$ cat config.mk
export PLATFORM = sky130hd
export DESIGN_NAME = decoder_10b8b_flat
export DESIGN_NICKNAME = d
export VERILOG_FILES = /design/src/rtl/decoder_10b8b_pkg.sv /design/src/rtl/decoder_10b8b_if.sv /design/src/rtl/decoder_10b8b_lut.sv /design/src/rtl/decoder_10b8b.sv /design/src/flat_wrapper.sv
export SDC_FILE = /design/constraint.sdc
export NUM_CORES = 1
export LEC_CHECK = 0
export BUFFER_PORTS_ARGS = -buffer_cell sky130_fd_sc_hd__buf_4
export CAP_MARGIN = 0
export CORE_ASPECT_RATIO = 0.5
export CORE_MARGIN = 2
export CORE_UTILIZATION = 55
export DETAILED_ROUTE_END_ITERATION = 10
export PLACE_DENSITY_LB_ADDON = 0.1
export SLEW_MARGIN = 20
export SYNTH_ARGS = -nofsm -noshare
export SYNTH_HDL_FRONTEND = slang
export SYNTH_SLANG_ARGS = --single-unit
$ cat constraint.sdc
create_clock -name clk -period 2.8 [get_ports clk]
set_input_delay 0 -clock clk [delete_from_list [all_inputs] [get_ports clk]]
set_output_delay 0 -clock clk [all_outputs]
set_load 0.02 [all_outputs]
$ cat src/rtl/decoder_10b8b_pkg.sv
// decoder_10b8b_pkg: shared 8b/10b constants for encoder and decoder.
// Sub-block widths, lock FSM states and both RD columns of 6b/4b codes.
package decoder_10b8b_pkg;

  localparam int W6 = 6;
  localparam int W4 = 4;

  typedef enum logic {
    HUNT   = 1'b0,
    LOCKED = 1'b1
  } lock_st_e;

  // Index = 5b value (byte bits [4:0]); code is abcdei, a in bit 5.
  localparam logic [5:0] C6_RD0 [32] = '{
    6'b100111, 6'b011101, 6'b101101, 6'b110001,
    6'b110101, 6'b101001, 6'b011001, 6'b111000,
    6'b111001, 6'b100101, 6'b010101, 6'b110100,
    6'b001101, 6'b101100, 6'b011100, 6'b010111,
    6'b011011, 6'b100011, 6'b010011, 6'b110010,
    6'b001011, 6'b101010, 6'b011010, 6'b111010,
    6'b110011, 6'b100110, 6'b010110, 6'b110110,
    6'b001110, 6'b101110, 6'b011110, 6'b101011
  };

  localparam logic [5:0] C6_RD1 [32] = '{
    6'b011000, 6'b100010, 6'b010010, 6'b110001,
    6'b001010, 6'b101001, 6'b011001, 6'b000111,
    6'b000110, 6'b100101, 6'b010101, 6'b110100,
    6'b001101, 6'b101100, 6'b011100, 6'b101000,
    6'b100100, 6'b100011, 6'b010011, 6'b110010,
    6'b001011, 6'b101010, 6'b011010, 6'b000101,
    6'b001100, 6'b100110, 6'b010110, 6'b001001,
    6'b001110, 6'b010001, 6'b100001, 6'b010100
  };

  // Index = 3b value (byte bits [7:5]); code is fghj, f in bit 3.
  localparam logic [3:0] C4_RD0 [8] = '{
    4'b1011, 4'b1001, 4'b0101, 4'b1100,
    4'b1101, 4'b1010, 4'b0110, 4'b1110
  };

  localparam logic [3:0] C4_RD1 [8] = '{
    4'b0100, 4'b1001, 4'b0101, 4'b0011,
    4'b0010, 4'b1010, 4'b0110, 4'b0001
  };

  // Table entry, zero-extended to 6 bits for the 4b tables.
  function automatic logic [5:0] code_ent(
    input bit         is6,
    input logic       rd,
    input logic [4:0] idx
  );
    logic [5:0] e;
    if (is6)
      e = rd ? C6_RD1[idx] : C6_RD0[idx];
    else
      e = {2'b00, rd ? C4_RD1[idx[2:0]] : C4_RD0[idx[2:0]]};
    return e;
  endfunction

endpackage

$ cat src/rtl/decoder_10b8b_if.sv
// decoder_10b8b_if: code-word in / byte-and-status out bundle.
// master = upstream + byte sink side, slave = decoder.
interface decoder_10b8b_if;
  logic        in_valid;
  logic [9:0]  data_in;
  logic        err_clr;
  logic [7:0]  data_out;
  logic        out_valid;
  logic        code_err;
  logic        disp_err;
  logic        rd;
  logic        locked;
  logic [15:0] err_count;

  modport master (
    output in_valid, data_in, err_clr,
    input  data_out, out_valid, code_err, disp_err,
    input  rd, locked, err_count
  );

  modport slave (
    input  in_valid, data_in, err_clr,
    output data_out, out_valid, code_err, disp_err,
    output rd, locked, err_count
  );
endinterface

$ cat src/rtl/decoder_10b8b_lut.sv
// dec_subblock_lut: (code, rd) -> value, hit in current / other RD table.
// Ports: code_i, rd_i in; val_o, hit_cur_o, hit_oth_o out (combinational).
module dec_subblock_lut
  import decoder_10b8b_pkg::*;
#(
  parameter  int CW = 6,
  localparam int VW = CW - 1
) (
  input  logic [CW-1:0] code_i,
  input  logic          rd_i,
  output logic [VW-1:0] val_o,
  output logic          hit_cur_o,
  output logic          hit_oth_o
);

  localparam bit IS6 = (CW == W6);
  localparam int N   = 1 << VW;

  logic [5:0] ec;
  logic [5:0] eo;

  // The union of both columns is unambiguous, so either hit
  // yields the same value.
  always_comb begin
    val_o     = '0;
    hit_cur_o = 1'b0;
    hit_oth_o = 1'b0;
    ec        = '0;
    eo        = '0;
    for (int i = 0; i < N; i++) begin
      ec = code_ent(IS6, rd_i, 5'(i));
      eo = code_ent(IS6, ~rd_i, 5'(i));
      if (6'(code_i) == ec) begin
        hit_cur_o = 1'b1;
        val_o     = VW'(i);
      end
      if (6'(code_i) == eo) begin
        hit_oth_o = 1'b1;
        val_o     = VW'(i);
      end
    end
  end

endmodule

$ cat src/rtl/decoder_10b8b.sv
// decoder_10b8b: 10b->8b decode with RD tracking, error flags/count, lock FSM.
// Ports: clk, rst (async, active-low), bus (decoder_10b8b_if.slave).
module decoder_10b8b
  import decoder_10b8b_pkg::*;
#(
  parameter int LOCK_CNT   = 4,
  parameter int UNLOCK_CNT = 4
) (
  input  logic            clk,
  input  logic            rst,
  decoder_10b8b_if.slave  bus
);

  logic [4:0]  v6;
  logic [2:0]  v4;
  logic        h6c, h6o, h4c, h4o;
  logic        cerr, derr, werr;
  logic [3:0]  ones;
  logic        rd_d, rd_q;
  logic [15:0] ecnt_d, ecnt_q;
  logic [7:0]  data_q;
  logic        ov_q, ce_q, de_q;
  logic        locked_q;
  lock_st_e    state_q;
  logic [3:0]  good_q, bad_q;
  logic [3:0]  good_nx, bad_nx;

  dec_subblock_lut #(.CW(W6)) u_lut6 (
    .code_i    (bus.data_in[9:4]),
    .rd_i      (rd_q),
    .val_o     (v6),
    .hit_cur_o (h6c),
    .hit_oth_o (h6o)
  );

  dec_subblock_lut #(.CW(W4)) u_lut4 (
    .code_i    (bus.data_in[3:0]),
    .rd_i      (rd_q),
    .val_o     (v4),
    .hit_cur_o (h4c),
    .hit_oth_o (h4o)
  );

  assign cerr = (!h6c && !h6o) || (!h4c && !h4o);
  assign derr = (!h6c && h6o) || (!h4c && h4o);
  assign werr = cerr | derr;
  assign ones = 4'($countones(bus.data_in));

  // Unbalanced words force RD; a neutral word keeps the
  // effective RD (flipped when the word was a disparity error).
  always_comb begin
    rd_d = rd_q ^ derr;
    if (ones > 4'd5)
      rd_d = 1'b1;
    else if (ones < 4'd5)
      rd_d = 1'b0;
  end

  // Clear beats a same-cycle error.
  always_comb begin
    ecnt_d = ecnt_q;
    if (bus.err_clr)
      ecnt_d = '0;
    else if (bus.in_valid && werr && ecnt_q != 16'hFFFF)
      ecnt_d = ecnt_q + 16'd1;
  end

  always_ff @(posedge clk or negedge rst) begin
    if (!rst) begin
      data_q <= '0;
      ov_q   <= 1'b0;
      ce_q   <= 1'b0;
      de_q   <= 1'b0;
      rd_q   <= 1'b0;
      ecnt_q <= '0;
    end else begin
      ov_q   <= bus.in_valid;
      ecnt_q <= ecnt_d;
      if (bus.in_valid) begin
        data_q <= {v4, v6};
        ce_q   <= cerr;
        de_q   <= derr;
        rd_q   <= rd_d;
      end
    end
  end

  assign good_nx = good_q + 4'd1;
  assign bad_nx  = bad_q + 4'd1;

  always_ff @(posedge clk or negedge rst) begin
    if (!rst) begin
      state_q  <= HUNT;
      locked_q <= 1'b0;
      good_q   <= '0;
      bad_q    <= '0;
    end else if (bus.in_valid) begin
      unique case (state_q)
        HUNT: begin
          if (werr)
            good_q <= '0;
          else if (good_nx == 4'(LOCK_CNT)) begin
            state_q  <= LOCKED;
            locked_q <= 1'b1;
            good_q   <= '0;
          end else
            good_q <= good_nx;
        end
        LOCKED: begin
          if (!werr)
            bad_q <= '0;
          else if (bad_nx == 4'(UNLOCK_CNT)) begin
            state_q  <= HUNT;
            locked_q <= 1'b0;
            bad_q    <= '0;
          end else
            bad_q <= bad_nx;
        end
        default: begin
          state_q  <= HUNT;
          locked_q <= 1'b0;
        end
      endcase
    end
  end

  assign bus.data_out  = data_q;
  assign bus.out_valid = ov_q;
  assign bus.code_err  = ce_q;
  assign bus.disp_err  = de_q;
  assign bus.rd        = rd_q;
  assign bus.locked    = locked_q;
  assign bus.err_count = ecnt_q;

endmodule

$ cat src/flat_wrapper.sv
// flat-port wrapper written by rule: the top's interface ports become plain ports
module decoder_10b8b_flat import decoder_10b8b_pkg::*;
#(
  parameter int LOCK_CNT   = 4,
  parameter int UNLOCK_CNT = 4
)
  (clk, rst, bus_in_valid, bus_data_in, bus_err_clr, bus_data_out, bus_out_valid, bus_code_err, bus_disp_err, bus_rd, bus_locked, bus_err_count);
  decoder_10b8b_if bus_i ();
  input  logic clk;
  input  logic rst;
  input wire logic [$bits(bus_i.in_valid)-1:0] bus_in_valid;
  input wire logic [$bits(bus_i.data_in)-1:0] bus_data_in;
  input wire logic [$bits(bus_i.err_clr)-1:0] bus_err_clr;
  output wire logic [$bits(bus_i.data_out)-1:0] bus_data_out;
  output wire logic [$bits(bus_i.out_valid)-1:0] bus_out_valid;
  output wire logic [$bits(bus_i.code_err)-1:0] bus_code_err;
  output wire logic [$bits(bus_i.disp_err)-1:0] bus_disp_err;
  output wire logic [$bits(bus_i.rd)-1:0] bus_rd;
  output wire logic [$bits(bus_i.locked)-1:0] bus_locked;
  output wire logic [$bits(bus_i.err_count)-1:0] bus_err_count;
  assign bus_i.in_valid = bus_in_valid;
  assign bus_i.data_in = bus_data_in;
  assign bus_i.err_clr = bus_err_clr;
  assign bus_data_out = bus_i.data_out;
  assign bus_out_valid = bus_i.out_valid;
  assign bus_code_err = bus_i.code_err;
  assign bus_disp_err = bus_i.disp_err;
  assign bus_rd = bus_i.rd;
  assign bus_locked = bus_i.locked;
  assign bus_err_count = bus_i.err_count;
  decoder_10b8b #(.LOCK_CNT(LOCK_CNT), .UNLOCK_CNT(UNLOCK_CNT)) u_core (.clk(clk), .rst(rst), .bus(bus_i));
endmodule
Yosys cells after proc, flatten, opt, wreduce, memory -nomap -nowiden
Cells that the tools add are included.

Register bits: 38. Output and inout bits: 29.

Add/sub/neg operators: 12. Magnitude comparators: 2. Equal/unequal tests: 65. Muxes and demuxes: 188. Bitwise logic cells: 3. Reduce and logical (&&, ||, !) cells: 16.

Operators with widths (count): $eq A6 B6 Y1 (28); $mux W6 (28); $mux W5 (31); $mux W1 (93); $mux W4 (14); $eq A6 B6 Y1 const B (9); $mux W3 (14); $eq A6 B5 Y1 const B (6); $eq A4 B4 Y1 (8); $mux W16 (2); $eq A6 B4 Y1 const B (3); $add A16 B1 Y16 const B (1); $add A4 B4 Y4 (4); $eq A4 B3 Y1 const B (4); $ne A16 B16 Y1 const B (1); $add A1 B1 Y2 (5); $add A4 B1 Y4 const B (2); $eq A4 B4 Y1 const B (2); $mux W2 (4); $logic_and A1 B1 Y1 (6); $reduce_and A5 Y1 (1); $gt A4 B3 Y1 const B (1); $logic_not A1 Y1 (4); $lt A4 B3 Y1 const B (1); other kinds (9) (14).

Logic depth before layout (Yosys ltp)
Depth in word-level cells: 46. Depth in mapped cells: 18. Depth with buffers taken out: 17.

By module
Synthesis repeated with hierarchy kept, for this count alone.

Cell total of the unflattened synthesis: 463. Area, all modules: 3813.7 um^2.

By module, submodules not included: decoder_10b8b (times used 1, cells each 225, area an instance 2311.0 um^2); dec_subblock_lut (u_core.u_lut6) (times used 1, cells each 212, area an instance 1336.3 um^2); dec_subblock_lut (u_core.u_lut4) (times used 1, cells each 26, area an instance 166.4 um^2).

Worst setup path after synthesis
Ideal clock, no wire load.

Path kind: input -> register. Start point: input bus_data_in[4]. End point: register u_core.rd_q, in the netlist u_core.bus.rd. Data arrival time: 3726 ps. Path slack: -1012 ps. Cell stages on the path: 18. Cell sequence: buf_2 buf_1 inv_1 ha_1 fa_1 inv_1 fa_1 inv_1 fa_1 inv_1 fa_1 inv_1 o21a_1 nand2_1 o21bai_1 a2111oi_0 o21ai_0 o211ai_1.

Longest elaborated chain between the ends: 39. Elaborated cells on any way between the ends: 122. Those cells by class: add/sub: 4; order compare: 2; eq/ne: 46; mux: 66; bitwise: 1; reduce/logical: 3.

Ends and longest elaborated chain: from (decl) (RTL line flat_wrapper.sv:12) `input wire logic [$bits(bus_i.data_in)-1:0] bus_data_in;`; $eq A6 B6 Y1 (RTL line decoder_10b8b_lut.sv:33) `if (6'(code_i) == ec) begin`; $mux W1 (32 in a row) (RTL line decoder_10b8b_lut.sv:33); $logic_not A1 Y1 (RTL line decoder_10b8b.sv:45) `assign derr = (!h6c && h6o) || (!h4c && h4o);`; $logic_and A1 B1 Y1 (RTL line decoder_10b8b.sv:45); $logic_or A1 B1 Y1 (RTL line decoder_10b8b.sv:45); $xor A1 B1 Y1 (RTL line decoder_10b8b.sv:52) `rd_d = rd_q ^ derr;`; $mux W1 (RTL line decoder_10b8b.sv:55) `else if (ones < 4'd5)`; $mux W1 * (RTL line decoder_10b8b.sv:53) `if (ones > 4'd5)`; to (signal assigned) (RTL line decoder_10b8b.sv:83) `rd_q <= rd_d;`; to (decl) (RTL line decoder_10b8b.sv:19) `logic rd_d, rd_q;`.

Every way passes the cells marked *; elsewhere a longest branch is shown, timed or not. A chain may end at the register's enable or synchronous reset.

Worst setup path after layout
Start point: input bus_data_in[2]. End point: register u_core.rd_q, in the netlist u_core.bus.rd.

Longest elaborated chain between the ends: 15. Elaborated cells on any way between the ends: 40. Those cells by class: add/sub: 4; order compare: 2; eq/ne: 12; mux: 18; bitwise: 1; reduce/logical: 3.

Ends and longest elaborated chain (RTL line): branches (longest 14 deep; another with $add A4 B4 Y4); $mux W1 * (decoder_10b8b.sv:53).

Mark *: on every way between the ends.

==> results.sh <==
export IMPL_tightest_slew_ns=0.681
export IMPL_ys_seq_area_share_pct=22.6
export IMPL_layout_setup_ws_ns=-0.174
export IMPL_hold_viol=0
export IMPL_reg2reg_depth=10
export IMPL_power_frac_clock_pct=27.0
export IMPL_final_antenna_net_count=0
export IMPL_p_sw_share_pct=36.6
export IMPL_cts_buffers=5
export IMPL_ys_types=74
export IMPL_ys_warn_count=0
export IMPL_status="finished with violations"
export IMPL_worst_ir_drop_vdd_uv=264
export IMPL_power_density_nw_per_um2=539
export IMPL_synthFlopType="dfrtp_1"
export IMPL_top_level_ports=43
export IMPL_placed_area_um2=4860
export IMPL_grt_max_degree=39
export IMPL_crit_arrival_ns=3.16
export IMPL_area_delta_synth_final_pct=22.0
export IMPL_viasPerCell=6.22
export IMPL_critPathKind="in -> reg"
export IMPL_drt_wl_total_um=11300
export IMPL_die_h_um=65.9
export IMPL_power_frac_seq_pct=24.6
export IMPL_synth_area_um2=4210
export IMPL_htree_levels=2
export IMPL_fmax_ghz=0.336
export IMPL_grt_pass1_wl_um=18700
export IMPL_vias=4417
export IMPL_crit_fanout=2
export IMPL_timing_rr_end="u_core.bad_q[2]$_DFFE_PN0P_"
export IMPL_final_cell_area_um2=5140
export IMPL_reg2reg_from="u_core.bus.rd$_DFFE_PN0P_"
export IMPL_cts_clk_slew_worst_paths_ns=0.06
export IMPL_p_leak_nw=2.27
export IMPL_start_util_pct=57.1
export IMPL_fin_setup_tns_ns=-0.174
export IMPL_die_w_um=128
export IMPL_initialDrtViolationCount=484
export IMPL_clock_skew_ns=0.00278
export IMPL_fillers=626
export IMPL_synthArstFlopShare_pct=100
export IMPL_rsz0062_at_grt="yes"
export IMPL_cap_violations=0
export IMPL_period_minus_slack_ns=2.97
export IMPL_hpwl_um=8320
export IMPL_r2r_setup_slack_ns=0.09
export IMPL_antenna_found_initial=0
export IMPL_gp_congestion=0.909
export IMPL_violations="negative setup slack"
export IMPL_design_core_area_um2=7380
export IMPL_dpl_cell_count=701
export IMPL_io_buffer_count=42
export IMPL_syn_instance_count=552
export IMPL_synth_edff_count=0
export IMPL_clk_latency_ns=0.28
export IMPL_postSynthAreaPerCell_um2=7.63
export IMPL_rows=22
export IMPL_whs_path_depth=1
export IMPL_cts_tree="built"
export IMPL_slew_headroom_pct=54.5
export IMPL_drv_slew=0
export IMPL_grt_usage_pct=27.3
export IMPL_critPathCaptureType="flip-flop"
export IMPL_clock_sinks=38
export IMPL_overflow=0
export IMPL_crit_path_start_kind="primary input"
export IMPL_finalSetupViolations=1
export IMPL_root_buffer="clkbuf_16"
export IMPL_wl_per_cell_um=15.9
export IMPL_worstPathRequired_ns=2.99
export IMPL_hold_end="u_core.bus.out_valid$_DFF_PN0_"
export IMPL_hp_class="in -> reg"
export IMPL_drc=0
export IMPL_ys_ff_latch=38
export IMPL_dieArea_um2=8410
export IMPL_cts_setup_buffers=0
export IMPL_fin_crit_sh_pct=106
export IMPL_finalPower_w=0.00277
export IMPL_grt_pass1_vias=3842
export IMPL_finalCoreUtilization_pct=69.6
export IMPL_comb_power_share_pct=48.4
export IMPL_p_int_w=0.00176
export IMPL_syn_num_nets=596
export IMPL_min_delay_start="bus_in_valid"
export IMPL_dr_pass1_iters=5
export IMPL_p_switching_w=0.00101
export IMPL_layout_nets=657
export IMPL_drive_gt1_share_pct=21.2
export IMPL_cts_path_max_buffers=2
export IMPL_fin_cells=710
export IMPL_antenna_cells=0
critical path: stages:
cell and delay [ns]:
buf_4 0.10, inv_2 0.05, ha_4 0.24, inv_1 0.04, fa_1 0.49, inv_1 0.05
fa_1 0.47, inv_1 0.05, fa_2 0.34, inv_2 0.06, fa_1 0.43, inv_2 0.08
o21a_1 0.12, nand2_1 0.07, o21bai_1 0.17, a2111oi_2 0.20, o21ai_1 0.09, o211ai_1 0.12
synth_stat cells (all sizes together), types with 5 or more instances:
| master | count | share of area, % |
|---|---|---|
| a32o | 5 | 1.2 |
| nor2b | 19 | 2.8 |
| o21ai | 39 | 4.6 |
| or4 | 6 | 1.1 |
| dfrtp | 38 | 23 |
| a21oi | 29 | 3.4 |
| buf | 23 | 3.3 |
| fa | 6 | 2.9 |
| a31oi | 8 | 1.2 |
| o211ai | 8 | 1.4 |
| nand3 | 31 | 3.7 |
| and3 | 10 | 1.5 |
| o22ai | 7 | 1.0 |
| o21bai | 5 | 0.89 |
| nand2 | 54 | 4.8 |
| nor3 | 10 | 1.2 |
| o31ai | 7 | 1.2 |
| inv | 27 | 2.4 |
| and2 | 8 | 1.2 |
| mux2 | 6 | 1.6 |
| ha | 24 | 7.1 |
| or3 | 6 | 0.89 |
| nor3b | 9 | 1.6 |
| nor4 | 7 | 1.0 |
| clkbuf | 16 | 1.5 |
| nand2b | 14 | 2.1 |
| nand4 | 7 | 1.0 |
| nor2 | 40 | 3.8 |
cells in the final DEF, fill, tap and decap left out, types with 9 or more instances in the layout:
cell      Yosys  layout
nand2_1      54      54
dfrtp_1      38      38
nor3b_1       9       9
a21oi_1      29      29
and3_1       10      10
inv_1        27      20
nor2_1       38      38
nor2b_1      19      19
nor3_1       10      10
o21ai_0      34      32
nand3_1      31      31
nand2b_1     14      14
buf_4         1      88
ha_1         24      21
final cells by class:
cell class | count | area (µm²) | area share [%]
Clock buffer | 6 | 139 | 2.70
Clock inverter | 2 | 60.1 | 1.17
Timing Repair Buffer | 93 | 737 | 14.3
Multi-Input combinational cell | 448 | 3020 | 58.9
Inverter | 27 | 106 | 2.07
Tap cell | 96 | 120 | 2.34
Sequential cell | 38 | 951 | 18.5
per-stage QoR:
step | hold slack [ns] | setup WS [ns]
2_1_floorplan | -0.296 | -0.434
3_3_place_gp | -0.00556 | -0.520
3_5_place_dp | -0.00698 | -0.594
4_1_cts | 0.00987 | -0.186
5_1_grt | 0.0264 | -0.399
6_report | 0.0167 | -0.174
logic make-up (layout without fill, tap and decap cells):
kind of cell	count (synthesis)	count (layout)	share of synthesized area, %
buffers and inverters	66	128	7.13
AND/OR/NAND/NOR	238	238	30.0
flip-flops	38	38	22.6
adder cells (fa/ha/maj)	30	30	9.99
multiplexers	8	8	2.08
XOR/XNOR	6	6	1.25
AO/OA/AOI/OAI	166	166	26.9
metal layers:
layer / vias up / share of wire (%) / wire length, µm / GRT usage (%)
met2: 187 / 45 / 5070 / 43.4
li1: 2170 / - / - / -
met1: 2047 / 47 / 5310 / 39.6
met5: - / 0 / 0 / 0
met4: 0 / 0.99 / 112 / 5.77
met3: 13 / 7.0 / 787 / 3.80
worst max-delay path by stage:
stage,from,endpoint,cells past startpoint
CTS,bus_data_in[2],u_core.bus.rd$_DFFE_PN0P_,18
global placement,bus_data_in[0],u_core.bus.rd$_DFFE_PN0P_,17
floorplan,bus_data_in[4],u_core.bus.rd$_DFFE_PN0P_,18
finish,bus_data_in[2],u_core.bus.rd$_DFFE_PN0P_,18
detailed placement,bus_data_in[0],u_core.bus.rd$_DFFE_PN0P_,18
global route,bus_data_in[2],u_core.bus.rd$_DFFE_PN0P_,17
repair_timing:
action                                  CTS  global route
endpoints found under the hold margin    38             0
resized for setup                        12             3
endpoints found under the setup margin    1             3
pin swaps                                 2             3
hold buffers                              1             0
registers in the layout (all words and copies together) (netlist names):
name / flops
u_core.bad_q: 4
u_core.bus.code_err: 1
u_core.bus.data_out: 8
u_core.bus.disp_err: 1
u_core.bus.err_count: 16
u_core.bus.locked: 1
u_core.bus.out_valid: 1
u_core.bus.rd: 1
u_core.good_q: 4
u_core.state_q: 1
power by group through the flow:
stage          Sequential (W)  Combinational (W)  Clock, W
2_1_floorplan        0.000753           0.000763         0
3_3_place_gp         0.000690            0.00127         0
3_5_place_dp         0.000688            0.00129         0
4_1_cts              0.000681            0.00132  0.000755
5_1_grt              0.000688            0.00148  0.000785
6_report             0.000681            0.00134  0.000747
(Power assumes the default switching activity.)
